## src/rtl/timer_pkg.sv

```systemverilog
// Shared constants for the BCD down-timer and a helper that pulls one digit field
// out of a packed per-digit vector.
package timer_pkg;

  localparam int unsigned TIMER_DIG_W = 4;
  localparam int unsigned TIMER_NDIG  = 4;
  // mm:ss layout, digit 0 in the LSBs: seconds units, seconds tens, minutes units, minutes tens
  localparam logic [TIMER_NDIG*TIMER_DIG_W-1:0] TIMER_MODS_MMSS = {4'd10, 4'd10, 4'd6, 4'd10};

  function automatic int unsigned get_digit(input logic [63:0] vec, input int unsigned idx,
                                            input int unsigned w);
    logic [63:0] mask;
    mask = (64'd1 << w) - 64'd1;
    return 32'((vec >> (idx * w)) & mask);
  endfunction

endpackage

```

## src/rtl/mod_n_digit.sv

```systemverilog
// One modulo-MOD down-counting digit with synchronous clear, clamped load and borrow input.
module mod_n_digit #(
  parameter int unsigned MOD = 10,
  parameter int unsigned W   = 4
) (
  input  logic         clk_i,
  input  logic         clear_i,
  input  logic         load_i,
  input  logic [W-1:0] d_i,
  input  logic         bin_i,
  output logic [W-1:0] q_o,
  output logic         is_zero_o
);

  localparam logic [W-1:0] Max = W'(MOD - 1);

  logic [W-1:0] q_d, q_q;

  always_comb begin
    q_d = q_q;
    if (load_i) begin
      q_d = (d_i > Max) ? Max : d_i;
    end else if (bin_i) begin
      q_d = (q_q == '0) ? Max : q_q - W'(1);
    end
  end

  always_ff @(posedge clk_i) begin
    if (clear_i) begin
      q_q <= '0;
    end else begin
      q_q <= q_d;
    end
  end

  assign q_o       = q_q;
  assign is_zero_o = (q_q == '0);

endmodule

```

## src/rtl/bcd_down_timer.sv

```systemverilog
// Multi-digit down-counter with per-digit moduli: borrow chain, zero/tc flags,
// saturate-or-wrap at zero and a registered done pulse.
module bcd_down_timer
  import timer_pkg::*;
#(
  parameter int unsigned                NDIG     = TIMER_NDIG,
  parameter int unsigned                DIG_W    = TIMER_DIG_W,
  parameter logic [NDIG*DIG_W-1:0]      MODS     = TIMER_MODS_MMSS,
  parameter bit                         SATURATE = 1'b1
) (
  input  logic                  clk_i,
  input  logic                  clear_i,
  input  logic                  load_i,
  input  logic [NDIG*DIG_W-1:0] data_i,
  input  logic                  en_i,
  output logic [NDIG*DIG_W-1:0] count_o,
  output logic                  zero_o,
  output logic                  tc_o,
  output logic                  done_o
);

  logic [NDIG-1:0] is_zero;
  logic [NDIG-1:0] lower_zero;
  logic [NDIG-1:0] bin;
  logic            all_zero;
  logic            one_left;
  logic            done_d, done_q;

  always_comb begin
    logic acc;
    acc        = 1'b1;
    lower_zero = '0;
    for (int i = 0; i < int'(NDIG); i++) begin
      lower_zero[i] = acc;
      acc           = acc & is_zero[i];
    end
    all_zero = acc;
  end

  // At all-zero every digit sees a borrow, so wrap mode falls out of the chain for
  // free; saturate mode just suppresses the borrows.
  always_comb begin
    bin = '0;
    for (int i = 0; i < int'(NDIG); i++) begin
      bin[i] = en_i & lower_zero[i] & ~(SATURATE & all_zero);
    end
  end

  for (genvar i = 0; i < NDIG; i++) begin : g_dig
    localparam int unsigned ModField = get_digit(64'(MODS), i, DIG_W);
    // A zero field encodes the full 2**DIG_W modulus, which does not fit in DIG_W bits
    localparam int unsigned Mod      = (ModField == 0) ? (32'd1 << DIG_W) : ModField;

    mod_n_digit #(
      .MOD (Mod),
      .W   (DIG_W)
    ) u_digit (
      .clk_i     (clk_i),
      .clear_i   (clear_i),
      .load_i    (load_i),
      .d_i       (data_i[i*DIG_W +: DIG_W]),
      .bin_i     (bin[i]),
      .q_o       (count_o[i*DIG_W +: DIG_W]),
      .is_zero_o (is_zero[i])
    );
  end

  assign one_left = (count_o[DIG_W-1:0] == DIG_W'(1)) && ((count_o >> DIG_W) == '0);

  always_comb begin
    done_d = en_i & ~load_i & one_left;
  end

  always_ff @(posedge clk_i) begin
    if (clear_i) begin
      done_q <= 1'b0;
    end else begin
      done_q <= done_d;
    end
  end

  assign zero_o = all_zero;
  assign tc_o   = en_i & all_zero;
  assign done_o = done_q;

endmodule

```

## config.mk

```make
export PLATFORM = sky130hd
export DESIGN_NAME = bcd_down_timer
export DESIGN_NICKNAME = d
export VERILOG_FILES = /design/src/rtl/timer_pkg.sv /design/src/rtl/mod_n_digit.sv /design/src/rtl/bcd_down_timer.sv
export SDC_FILE = /design/constraint.sdc
export NUM_CORES = 1
export LEC_CHECK = 0
export ABC_AREA = 0
export BUFFER_PORTS_ARGS = -buffer_cell sky130_fd_sc_hd__buf_2
export CORE_MARGIN = 2
export CORE_UTILIZATION = 47
export DETAILED_ROUTE_END_ITERATION = 16
export HOLD_SLACK_MARGIN = 0.03
export PLACE_DENSITY = 0.76
export SLEW_MARGIN = 25
export SYNTH_ARGS = -nofsm -noshare
export SYNTH_HDL_FRONTEND = slang
export SYNTH_SLANG_ARGS = --single-unit
```

## constraint.sdc

```tcl
create_clock -name clk_i -period 2.42 [get_ports clk_i]
set_input_delay 0.242 -clock clk_i [delete_from_list [all_inputs] [get_ports clk_i]]
set_output_delay 0.242 -clock clk_i [all_outputs]
set_load 0.005 [all_outputs]
```

After elaboration in Yosys (flattened, before gate mapping) --
Cells that the tools add are included. W data, S select, Z words.
Word-level totals: bits in registers 17, input bits 20, output and inout bits 19, word-level logic and storage cells 55
Operators by class: add/subtract/negate cells 4, order comparisons 4, equal/unequal tests 1, multiplexer cells 16, bitwise operators 15, reduce and logical (&&, ||, !) cells 10
Operators by type and width (count):
- $mux W4 | 16
- $logic_not A16 Y1 | 1
- $logic_not A4 Y1 | 4
- $sub A4 B1 Y4 const B | 4
- $and A1 B1 Y1 | 13
- $gt A4 B4 Y1 const B | 3
- $reduce_bool A2 Y1 | 4
- $eq A4 B1 Y1 const B | 1
- $gt A4 B3 Y1 const B | 1
- $not A1 Y1 | 2
- $logic_and A1 B1 Y1 | 1

Logic depth before layout (Yosys ltp) --
Gate-level depths: netlist (run 1).
word-level depth 8, mapped depth 6, mapped depth without buffers 4

Cells and area by module --
A second synthesis (run 1) with hierarchy kept.
Second synthesis, totals: cell total of the unflattened synthesis 118, area, all modules 1047.3 µm²
Modules (own cells, without submodules):
- mod_n_digit at g_dig[0].u_digit ... | instances 3, cells an instance 27, area each 232.7 µm², sequential area each 80.1 µm²
- mod_n_digit at g_dig[1].u_digit | instances 1, cells an instance 22, area each 221.5 µm², sequential area each 80.1 µm²
- bcd_down_timer | instances 1, cells an instance 15, area each 127.6 µm², sequential area each 20.0 µm²

Least setup slack after synthesis (run 1) --
Ideal clock, no wire load.
path kind flip-flop to flip-flop, start register g_dig[0].u_digit.q_q[0], end register g_dig[1].u_digit.q_q[2], data arrival time 1.948 ns, data required time 2.334 ns, slack 0.385 ns, cell stages (with the launch flop) 5, buffers on the path 0, clock period less this slack 2.035 ns, cells stage by stage dfxtp_1 > or4b_4 > or4_4 > or3b_4 > a221oi_2
Between the ends: word-level cells in the longest chain between the ends 7
RTL lines:
- start: declaration | RTL line mod_n_digit.sv:17 | logic [W-1:0] q_d, q_q;
- start signal: assignment | RTL line mod_n_digit.sv:32 | q_q <= q_d;
- $logic_not A4 Y1 (*) | RTL line mod_n_digit.sv:37 | assign is_zero_o = (q_q == '0);
- $and A1 B1 Y1 (3 in a row) | RTL line bcd_down_timer.sv:35 | acc = acc & is_zero[i];
- $not A1 Y1 | RTL line bcd_down_timer.sv:45 | bin[i] = en_i & lower_zero[i] & ~(SATURATE & all_zero);
- $and A1 B1 Y1 (*) | RTL line bcd_down_timer.sv:45
- $reduce_bool A2 Y1 (no line) (*)
- end signal: assignment | RTL line mod_n_digit.sv:32
- end: declaration | RTL line mod_n_digit.sv:17
Every way passes the cells marked *; elsewhere a longest branch is shown, timed or not. A chain may end at the register's enable or synchronous reset.

Final worst setup path (run 1) --
Same ends and word-level chain as after synthesis.

==> impl_metrics.tcl, run 1 <==
set metrics [dict create \
    crit_type "reg2reg" \
    totalWireLength_mm 2.57 \
    endpoint_kind "register" \
    gr-total-overflow 0 \
    synth_nets 143 \
    cp_max_fo 8 \
    async_flop_share_pct 0 \
    synth_cell_types 45 \
    io_buffers 38 \
    maxSlewHeadroom_pct 65.9 \
    timing.final.hold_violations 0 \
    fp-row-count 16 \
    cts_buffer_depth 2 \
    period_needed_ns 2.15 \
    reg2reg_depth 4 \
    crit_required_ns 2.63 \
    multi_input_area_um2 621 \
    hpwl_mm 1.89 \
    core_mm2 0.00198 \
    clk_latency_ns 0.29 \
    cp.arrival_ns 2.36 \
    cts_buffers 3 \
    syn_area_per_cell_um2 8.04 \
    drive_above_1_share_pct 34.4 \
    cp-startpoint "g_dig[0].u_digit.q_o[0]$_SDFFE_PP0P_" \
    die-width_um 49.9 \
    design_area_mm2 0.00125 \
    vdd_drop_max_v 0.000351 \
    wl_per_cell_um 13.5 \
    fillers 189 \
    fmax_mhz 465 \
    dr.pass1.iters 4 \
    detail-route-antenna-nets 0 \
    layout.nets 184 \
    num_io_pins 39 \
    r2r_end "g_dig[1].u_digit.q_o[2]$_SDFFE_PP0P_" \
    finalSetupTns_ns 0 \
    regArea_um2 340 \
    holdBufCountCts 0 \
    setup_viol 0 \
    gp_congestion 0.816 \
    drtIter0Drc 21 \
    diodes 0 \
    fin_skew_ns 0.00930 \
    r2r-start "g_dig[0].u_digit.q_o[0]$_SDFFE_PP0P_" \
    leakage_nw 0.555 \
    ys.flop_type "dfxtp_1" \
    ys_seq_elements 17 \
    clock-sinks 17 \
    drcViolationCount 0 \
    finalMaxSlewViolations 0 \
    grt_pass1_wl_mm 4.38 \
    start_kind "register" \
    grt_pass1_vias 999 \
    drv_cap 0 \
    die-height_um 49.9 \
    grt_max_degree 18 \
    synth_area_um2 988 \
    synth_edf_count 0 \
    hold_path.class "in2reg" \
    hold_slack_ns 0.172 \
    cts_tree "done" \
    power_density_mw_per_mm2 514 \
    fin_crit_sh_pct 89.0 \
    postLayoutCoreUtil_pct 63.1 \
    synth-seq-area-share_pct 34.4 \
    die-area_mm2 0.00249 \
    area_delta_synth_final_pct 26.5 \
    vias 1113 \
    start_util_pct 49.9 \
    syn_inst 123 \
    endpoint "g_dig[1].u_digit.q_o[2]$_SDFFE_PP0P_" \
    worst_pin_slew_ns 0.511 \
    placed_cell_area_mm2 0.00122 \
    cts-root-buf "clkbuf_4" \
    htreeDepth 1 \
    ff2ff_setup_slack_ns 0.27 \
    status "complete, no violations" \
    antenna_found_initial 0 \
    viasPerCell 5.86 \
    grt_usage_pct 22.3 \
    clk_pin_slew_ns 0.11 \
    synth-warning-count 0 \
    grt_setup_unrepaired "no" \
]
-- state kept, by name, indices dropped and copies added (netlist names) --
signal and cells:
g_dig.u_digit.q_o 16, done_o 1
-- timing repair --
item / in CTS / in global routing
buffers inserted: 0 / 0
endpoints found under the setup margin: 0 / 1
resized for setup: 0 / 1
-- Yosys cell counts, drive strengths merged, types with 2 or more instances --
cell      n  area (µm²)
nor2b     2        12.5
or2       2        12.5
nand2b    3        18.8
a211oi    3        22.5
or4       3        26.3
nand2     8        30.0
nand3b    3        22.5
clkbuf    5        18.8
a31o      2        17.5
nor4      3        18.8
or4b      2        23.8
a221oi    2        23.8
o21ai     8        40.0
or3       2        12.5
nor2     11        41.3
a21oi     9        45.0
nand3     3        15.0
nor3      7        35.0
dfxtp    17         340
nand4     3        18.8
a2111oi   2        23.8
inv       4        15.0
-- how the worst min path moves through the flow --
stage	start	endpoint	slack (ns)	depth (start not counted)
finish	data_i[13]	g_dig[3].u_digit.q_o[1]$_SDFFE_PP0P_	0.17	2
global route	data_i[13]	g_dig[3].u_digit.q_o[1]$_SDFFE_PP0P_	0.17	2
CTS	data_i[13]	g_dig[3].u_digit.q_o[1]$_SDFFE_PP0P_	0.17	2
detailed placement	data_i[13]	g_dig[3].u_digit.q_o[1]$_SDFFE_PP0P_	0.47	2
global placement	data_i[13]	g_dig[3].u_digit.q_o[1]$_SDFFE_PP0P_	0.46	2
floorplan	data_i[14]	g_dig[3].u_digit.q_o[2]$_SDFFE_PP0P_	0.35	2
-- power by group --
group          internal [mW]  switching (mW)
logic                 0.0805          0.0829
clock network         0.0614          0.0920
registers              0.298          0.0283
-- cells in the final DEF (no fill, tap or decap), types with 3 or more instances in the layout --
| cell type | Yosys | routed |
|---|---|---|
| nor2_1 | 11 | 11 |
| nand4_1 | 3 | 3 |
| inv_1 | 4 | 4 |
| nor3_1 | 7 | 7 |
| buf_2 | 0 | 38 |
| nand3_1 | 3 | 3 |
| clkbuf_4 | 0 | 3 |
| nand2b_1 | 3 | 3 |
| nand2_1 | 8 | 8 |
| buf_4 | 0 | 3 |
| a211oi_1 | 3 | 3 |
| o21ai_0 | 8 | 8 |
| dfxtp_1 | 17 | 17 |
| a21oi_1 | 9 | 9 |
| nand3b_1 | 3 | 3 |
-- final cells by class --
cell class	instances	area share [%]
multi-input cells	97	49.6
repair buffers	41	17.0
inverters	4	1.20
clock buffers	3	1.80
flip-flops and latches	17	27.2
clock inverters	1	0.400
well taps	27	2.70
-- through the flow --
| stage | setup slack (ns) | std cells | power [mW] |
|---|---|---|---|
| floorplan | 0.385 | 123 | 0.425 |
| global placement | 0.363 | 186 | 0.488 |
| CTS | 0.271 | 190 | 0.644 |
| global route | 0.214 | 190 | 0.685 |
| detailed placement | 0.312 | 186 | 0.492 |
| finish | 0.267 | 190 | 0.643 |
-- metal layers --
metal | vias up | share of wire (%) | track usage [%]
met4 | 0 | 0.86 | 7.41
met2 | 29 | 48 | 38.4
met1 | 520 | 47 | 28.1
met5 | - | 0 | 0
met3 | 4 | 3.9 | 3.33
li1 | 560 | - | -
-- cells by family after synthesis --
logic type	synth area share [%]
compound gates	27.1
flops	34.4
mux	1.01
buf+inv	3.42
simple gates	34.1
-- worst max-delay path, cell delays in order, from the launching register on --
cell	delay, ns
dfxtp_1	0.39
or4b_4	0.60
or4_4	0.45
or3b_4	0.39
a221oi_2	0.24
No activity file was read; power rests on OpenSTA's default activity.
==> run 2, diff against run 1 <==
==> constraint.sdc (replaced) <==
create_clock -name clk_i -period 2.42 [get_ports clk_i]
set_input_delay 0.484 -clock clk_i [delete_from_list [all_inputs] [get_ports clk_i]]
set_output_delay 0.484 -clock clk_i [all_outputs]
set_load 0.005 [all_outputs]
==> impl_metrics.tcl, run 2 (synthesis results as in run 1) <==
set metrics [dict create \
    status "complete, no violations" \
    drive_above_1_share_pct 34.4 \
    multi_input_area_um2 621 \
    leakage_nw 0.555 \
    fp-row-count 16 \
    worst_pin_slew_ns 0.514 \
    fmax_mhz 470 \
    core_mm2 0.00198 \
    drtIter0Drc 16 \
    regArea_um2 340 \
    antenna_found_initial 0 \
    cts_resized 0 \
    cp.arrival_ns 2.34 \
    totalWireLength_mm 2.54 \
    clock-sinks 17 \
    die-width_um 49.9 \
    cts_buffer_depth 2 \
    met2WireLength_mm 1.19 \
    setup_viol 0 \
    cts_tree "done" \
    grt_pass1_wl_mm 4.26 \
    die-area_mm2 0.00249 \
    cp_slowest_cell "or4b_4" \
    grt_max_degree 18 \
    critPathTopFamily "simple AND/OR/NAND/NOR gates" \
    viasPerCell 5.74 \
    maxSlewHeadroom_pct 65.7 \
    htreeDepth 1 \
    crit_type "reg2reg" \
    routed.top_layer "met4" \
    fin_skew_ns 0.0101 \
    timing.final.hold_violations 0 \
    endpoint_kind "register" \
    power_density_mw_per_mm2 511 \
    diodes 0 \
    detail-route-antenna-nets 0 \
    pre_cts_ws_ns 0.157 \
    period_needed_ns 2.13 \
    fin_crit_sh_pct 87.8 \
    finalMaxSlewViolations 0 \
    clk_pin_slew_ns 0.10 \
    layout_setup_ws_ns 0.294 \
    crit_required_ns 2.63 \
    hold_path.class "in2reg" \
    grt_usage_pct 22.0 \
    gr-total-overflow 0 \
    finalSetupTns_ns 0 \
    wl_met1_mm 1.21 \
    vias 1090 \
    holdBufCountCts 0 \
    area_delta_synth_final_pct 26.5 \
    design_area_mm2 0.00125 \
    cts_buffers 3 \
    final_cell_mix "38 x buf_2, 17 x dfxtp_1, 11 x nor2_1, 9 x a21oi_1" \
    hpwl_mm 1.88 \
    vdd_drop_max_v 0.000418 \
    num_io_pins 39 \
    placed_cell_area_mm2 0.00122 \
    fillers 177 \
    wl_per_cell_um 13.4 \
    drcViolationCount 0 \
    layout_commonest_cell "buf_2" \
    dr_wl_met3_um 127 \
    crit_buf_inv 0 \
    drv_cap 0 \
    gp_congestion 0.802 \
    io_buffers 38 \
    slowest_delay_ns 0.59 \
    layout.nets 184 \
    postCtsSetupRepairBufs 0 \
    start_util_pct 49.9 \
    cp_cell_sequence "or4b_4 -> or4_4 -> or3b_4 -> a221oi_2" \
    dr.pass1.iters 4 \
    grt_setup_unrepaired "no" \
    cts-root-buf "clkbuf_4" \
    die-height_um 49.9 \
    grt_pass1_vias 950 \
    start_kind "register" \
    clk_latency_ns 0.29 \
    cp_max_fo 8 \
    largest_reg_flops 16 \
]
-- run 2: cell counts in the layout (fill, tap and decap cells not counted) --
No cell type changed its count.
-- run 2: worst reg2reg max path, cell delays in order, from the launching register on --
cell      delay [ns]
dfxtp_1         0.38
or4b_4          0.59
or4_4           0.45
or3b_4          0.39
a221oi_2        0.24
-- run 2: cell type report --
| class | instances | share of cell area, % |
|---|---|---|
| well taps | 27 | 2.70 |
| repair buffers | 41 | 17.0 |
| inverters | 4 | 1.20 |
| multi-input cells | 97 | 49.6 |
| clock inverters | 1 | 0.400 |
| clock buffers | 3 | 1.80 |
| flip-flops and latches | 17 | 27.2 |
-- run 2: worst paths after layout --
| kind | startpoint | endpoint | slack, ns | depth (start not counted) |
|---|---|---|---|---|
| setup / recovery | g_dig[0].u_digit.q_o[0]$_SDFFE_PP0P_ | g_dig[1].u_digit.q_o[2]$_SDFFE_PP0P_ | 0.29 | 4 |
| hold / removal | data_i[13] | g_dig[3].u_digit.q_o[1]$_SDFFE_PP0P_ | 0.40 | 2 |
| setup reg to reg | g_dig[0].u_digit.q_o[0]$_SDFFE_PP0P_ | g_dig[1].u_digit.q_o[2]$_SDFFE_PP0P_ | 0.29 | 4 |
| hold reg to reg | g_dig[0].u_digit.q_o[0]$_SDFFE_PP0P_ | done_o$_SDFF_PP0_ | 0.55 | 2 |
-- run 2: report_power, final --
| part | switching [mW] | leakage (nW) | total (mW) | internal [mW] |
|---|---|---|---|---|
| Combinational | 0.0837 | 0.398 | 0.164 | 0.0808 |
| Clock | 0.0878 | 0.0177 | 0.149 | 0.0614 |
| Sequential | 0.0273 | 0.140 | 0.325 | 0.298 |
-- run 2: layer usage --
metal | up-vias | track usage, %
met2 | 30 | 36.2
met3 | 2 | 5.76
li1 | 554 | -
met5 | - | 0
met4 | 0 | 4.17
met1 | 504 | 29.1
-- run 2: per-stage QoR --
stage	utilization [%]	total power, mW	hold slack [ns]	instances
finish	63.1	0.638	0.401	190
CTS	62.8	0.642	0.391	190
detailed placement	61.4	0.492	0.530	186
global route	63.1	0.679	0.401	190
floorplan	-	0.425	0.509	123
global placement	61.4	0.488	0.525	186
